**src/rtl/irq_request_latch_pkg.sv**
```systemverilog
// Shared types for the interrupt request latch front-end.
package irq_request_latch_pkg;

  // Handshake FSM states.
  typedef enum logic {
    ST_IDLE    = 1'b0,
    ST_PRESENT = 1'b1
  } irq_state_e;

  localparam int unsigned DEFAULT_M = 4;
  localparam int unsigned DEFAULT_N = 2;

endpackage

```
**src/rtl/priority_encoder.sv**
```systemverilog
// Highest-index-wins priority encoder; idx is only meaningful when hit=1.
module priority_encoder #(
  parameter int unsigned m = 4,
  parameter int unsigned n = 2
) (
  input  logic [m-1:0] req_vec,
  output logic [n-1:0] idx,
  output logic         hit
);

  // Ascending scan so the highest set bit is the last to overwrite idx.
  always_comb begin
    idx = '0;
    hit = 1'b0;
    for (int i = 0; i < int'(m); i++) begin
      if (req_vec[i]) begin
        idx = n'(i);
        hit = 1'b1;
      end
    end
  end

endmodule

```
**src/rtl/irq_request_latch.sv**
```systemverilog
// Latches rising edges on request lines into a pending vector and presents
// the highest-priority enabled one to the consumer with a valid/ack handshake.
module irq_request_latch
  import irq_request_latch_pkg::*;
#(
  parameter int unsigned m = DEFAULT_M,
  parameter int unsigned n = DEFAULT_N
) (
  input  logic         clk,
  input  logic         rst,
  input  logic [m-1:0] req,
  input  logic [m-1:0] mask,
  output logic         irq_valid,
  output logic [n-1:0] irq_id,
  input  logic         irq_ack,
  output logic [m-1:0] pending
);

  irq_state_e   state_q;
  irq_state_e   state_d;
  logic [m-1:0] req_d;
  logic [m-1:0] req_rise;
  logic [m-1:0] clr;
  logic [m-1:0] pending_d;
  logic         valid_d;
  logic [n-1:0] id_d;
  logic [n-1:0] enc_idx;
  logic         enc_hit;

  // Only enabled pending lines compete for the consumer.
  priority_encoder #(.m(m), .n(n)) u_enc (
    .req_vec (pending & mask),
    .idx     (enc_idx),
    .hit     (enc_hit)
  );

  assign req_rise = req & ~req_d;

  // Next-state, next-output and pending update; a new edge beats a same-cycle clear.
  always_comb begin
    state_d = state_q;
    valid_d = irq_valid;
    id_d    = irq_id;
    clr     = '0;
    case (state_q)
      ST_IDLE: begin
        if (enc_hit) begin
          id_d    = enc_idx;
          valid_d = 1'b1;
          state_d = ST_PRESENT;
        end
      end
      ST_PRESENT: begin
        if (irq_ack) begin
          clr     = m'(1) << irq_id;
          valid_d = 1'b0;
          state_d = ST_IDLE;
        end
      end
    endcase
    pending_d = (pending & ~clr) | req_rise;
  end

  // State and output registers; req_d resets high so lines held at release are not events.
  always_ff @(posedge clk or posedge rst) begin
    if (rst) begin
      state_q   <= ST_IDLE;
      irq_valid <= 1'b0;
      irq_id    <= '0;
      pending   <= '0;
      req_d     <= '1;
    end else begin
      state_q   <= state_d;
      irq_valid <= valid_d;
      irq_id    <= id_d;
      pending   <= pending_d;
      req_d     <= req;
    end
  end

endmodule

```
**config.mk**
```make
export PLATFORM = sky130hd
export DESIGN_NAME = irq_request_latch
export DESIGN_NICKNAME = d
export VERILOG_FILES = /design/src/rtl/irq_request_latch_pkg.sv /design/src/rtl/priority_encoder.sv /design/src/rtl/irq_request_latch.sv
export SDC_FILE = /design/constraint.sdc
export NUM_CORES = 1
export LEC_CHECK = 0
export BUFFER_PORTS_ARGS = -buffer_cell sky130_fd_sc_hd__buf_2
export CAP_MARGIN = 20
export CELL_PAD_IN_SITES_DETAIL_PLACEMENT = 1
export CELL_PAD_IN_SITES_GLOBAL_PLACEMENT = 1
export CORE_MARGIN = 4
export CORE_UTILIZATION = 33
export CTS_BUF_LIST = sky130_fd_sc_hd__clkbuf_16
export DETAILED_ROUTE_END_ITERATION = 10
export GPL_TIMING_DRIVEN = 0
export PLACE_DENSITY = 0.73
export REMOVE_ABC_BUFFERS = 1
export SYNTH_ARGS = -nofsm -noshare
export SYNTH_HDL_FRONTEND = slang
export SYNTH_SLANG_ARGS = --single-unit
```
**constraint.sdc**
```tcl
create_clock -name clk -period 1.4 [get_ports clk]
set_input_delay 0.21 -clock clk [delete_from_list [all_inputs] [get_ports clk]]
set_output_delay 0.21 -clock clk [all_outputs]
set_load 0.03 [all_outputs]
```
# Word-level counts from Yosys, hierarchy flattened
# Cells that the tools add are included.
# op_classes
bitwise,7
n_mux,15
reduce_logical,2
eq_ne,2
n_shift,1
# ops
cell,count
4-bit AND,3
1-bit 2-to-1 mux,9
4-bit 2-to-1 mux,2
4-bit NOT,2
2-bit 2-to-1 mux,2
"2-bit inequality test, second input constant",2
4-bit bitwise OR,1
1-bit one-hot mux with 2 select lines,2
2-bit AND reduction,2
"1-bit by 2-bit left shift with 4-bit output, first input constant",1
1-bit NOT,1
# totals
reg_bits,12
inputBits,11

# Longest topological paths before layout
# logic_depth
ltp_word,7
ltp_mapped,3

# Hierarchy
# From an unflattened synthesis, not the netlist that was laid out.
# hier_totals
cells_unflattened,41
hier_area_um2,498.0
# modules_own_cells
mod,n_inst,cells_per_inst,area_each_um2
irq_request_latch,1,37,474.2
priority_encoder,1,4,23.8

# Worst setup path after synthesis
# No wires, ideal clock.
# synth_path
path_type,register -> register
startpoint,reg pending[2]
endpoint,reg irq_valid
setup_time_ns,0.119
path_stages_with_launch,4
path_slack_ns,0.262
t_arrival_ns,1.020
path_cell_list,dfrtp_1 a22oi_1 a21oi_1 a21o_2
# synth_between
elab_chain_cells,5
# synth_lines
item,line_no,source
"start, declared",irq_request_latch.sv:16,output logic [m-1:0] pending
"start signal, assigned",irq_request_latch.sv:76,pending <= pending_d;
4-bit AND,irq_request_latch.sv:32,".req_vec (pending & mask),"
1-bit 2-to-1 mux (2 in a row),priority_encoder.sv:16,if (req_vec[i]) begin
2-bit inequality test (no line),--,
2-bit AND reduction (no line),--,
"end signal, assigned",irq_request_latch.sv:74,irq_valid <= valid_d;
"end, declared",irq_request_latch.sv:13,"output logic irq_valid,"
# No other way between the ends.
# A chain may end at the register's enable or synchronous reset.

# Final worst setup path
# Ends and elaborated chain as after synthesis.

==> impl_results.md <==
- Top Layer Used: met4
- DR vias: 410
- First-pass iteration count of the detailed router: 4
- Clk slew on worst S/H paths: around 0.04 ns
- Pins Over Slew Limit: 0
- Mapped Area: 472 um2
- Clock Sinks: 12
- Largest net degree at the start of global routing: 13
- Worst Path Max Fanout: 5
- Setup repair after global routing missed its margin: no
- Met2 wire length: between 500 and 600 um
- Cell Pwr Density: ~2300 nW/um2
- Share of cells above drive strength 1: 0.406
- Hold Path Depth: 1
- Core ar.: approximately 1300 um2
- CTS tree: built
- Final Critical Period: between 1 and 1.5 ns
- Vias in the first global route: around 470
- DIE AREA: between 2000 and 2500 um2
- Critical Path RT: 1.53 ns
- First DRT Iteration DRCs: 4
- Die height: around 46 um
- Routed wire length: approximately 1200 um
- Die Wd: between 40 and 50 um
- Endpoints failing setup: 0
- PostCTS Resize Cnt: 0
- DRC Markers: 0
- Postcts setup bufs: 0
- Critical R2R Capture: irq_valid
- Fin. Hold Viols: 0
- Fmax: approximately 0.86 GHz
- Tot GR Track Use: 0.137
- Outcome: complete, no violations
- Measured slew at the worst slew-check pin: 0.456 ns
- Final antenna-violating net count: 0
- Final GP Congestion: ~0.8
- Leakage power: about 0.31 nW
- Reg2reg path depth: 3
- Warnings, synthesis: 0
- Register area share after synthesis: 0.647
- Max Cap Violations: 0
- Gr ovfl total: 0
- Element type at the critical path start: flip-flop
- Mean Syn Cell Area: roughly 11 um2
- Final nets: 76
- Commonest non-fill, non-tap cell in the layout: buf_2
- Vias per cell: about 5.2
- R2r setup slk: roughly 0.24 ns
- Peak VDD IR: between 0.9 and 1 mV
- Non-Filler Instances: between 70 and 80
- Worst-Skew Late Latency: 0.24 ns
- Slew headroom: 0.696
- Worst EP arrival: 1.29 ns
- # IOs: 18
- TritonCTS Buffers: 3
- Cells after Synth: 42
- H-tree depth: 1
- Most frequent cells in the layout: buf_2 (17), o21ai_0 (8), dfrtp_1 (8), inv_1 (7)
- Initial Utilization: 0.358
- Setup TNS: 0 ns
- CTS max path bufs: 2
- Crit Path Category: flip-flop to flip-flop
- First-pass GRT wire length: 1990 um
- Wire per inst: ~15 um
- Port Buf Inserts: 17
- Met1 WL: about 500 um
- Worst R2R Start: pending[2]
- Fillers: about 150
- Area growth syn-to-layout: 40.8%
- Met3 wire length: 86 um
- Rows: 13
- Hold endpoint: req_d[2]
- Util after Layout: 0.504
- Layout Skew: 0.00314 ns
- Cell variety after synth: 14
- Tightest Hold Check Type: primary input to flip-flop
- Initial antenna violation count: 0
- Cell count after placement: 74
- Number of synthesized register bits: 12
- Root Driver: clkbuf_16
- Final worst-path cycle share: 0.830
- Hold_sp: req[2]
- N_diodes: 0
- Critical Path Sink Type: flip-flop
## kinds of logic after synthesis
family / after synthesis / synth area share
AO/OA/AOI/OAI: 20 / 0.265
flip-flops: 12 / 0.647
buffers and inverters: 6 / 0.0477
AND/OR/NAND/NOR: 4 / 0.0398
## registers in the layout, summed over array words and instances (netlist names)
name / cells
irq_valid: 1
req_d: 4
state_q: 1
pending: 4
irq_id: 2
## worst max path at each step
stage                          start        end  slack, ns  cells after the start
after floorplan           pending[2]  irq_valid       0.26                      3
after global placement    pending[2]  irq_valid       0.32                      3
after detailed placement  pending[2]  irq_valid       0.27                      3
after CTS                 pending[2]  irq_valid       0.23                      3
after global routing      pending[2]  irq_valid       0.20                      3
final                     pending[2]  irq_valid       0.24                      3
## layer usage
| metal | GRT usage | up-vias |
|---|---|---|
| li1 | - | 193 |
| met1 | 0.164 | 198 |
| met2 | 0.217 | 14 |
| met3 | 0.0356 | 5 |
| met4 | 0.0852 | 0 |
| met5 | 0 | - |
## synth_stat cells
cell	n	area (um2)
inv_1	6	22.5
a21oi_1	1	5.00
nand2_1	2	7.51
dfrtp_1	8	200
dfstp_2	4	105
a32oi_1	1	8.76
nand2_2	1	6.26
o21ai_1	2	10.0
o21ai_0	8	40.0
o21a_1	1	7.51
o31ai_1	2	15.0
nand3_1	1	5.00
a21o_2	1	8.76
a22oi_1	4	30.0
## metrics by stage
stage	setup slack (ns)	total power, mW	instance area (um2)	hold WS (ns)
2_1_floorplan	0.262	0.861	472	0.0718
3_3_place_gp	0.316	1.02	576	0.233
3_5_place_dp	0.273	1.04	576	0.237
4_1_cts	0.230	1.58	664	0.0786
5_1_grt	0.201	1.65	664	0.0795
6_report	0.238	1.55	664	0.0802
## final cells by class
| class | instances | area, um2 | share of cell area |
|---|---|---|---|
| inverters | 6 | 22.5 | 0.0339 |
| well taps | 15 | 18.8 | 0.0282 |
| clock buffers | 3 | 75.1 | 0.113 |
| repair buffers | 18 | 95.1 | 0.143 |
| multi-input cells | 24 | 144 | 0.217 |
| flip-flops and latches | 12 | 305 | 0.460 |
| clock inverters | 1 | 3.75 | 0.00565 |
## worst max-delay path, stage by stage, from the launching register on
cell     delay [ns]
dfrtp_1        0.43
a22oi_1        0.29
a21oi_1        0.14
a21o_2         0.20
## power breakdown
part,internal [mW],switching (mW),total (mW)
Sequential,0.451,0.121,0.572
Clock,0.375,0.140,0.515
Combinational,0.151,0.315,0.466
## what timing repair did
action,4_1_cts,5_1_grt
endpoints found under the setup margin,0,0
endpoints found under the hold margin,8,0
hold buffers,1,0
No activity file was read; power rests on OpenSTA's default activity.
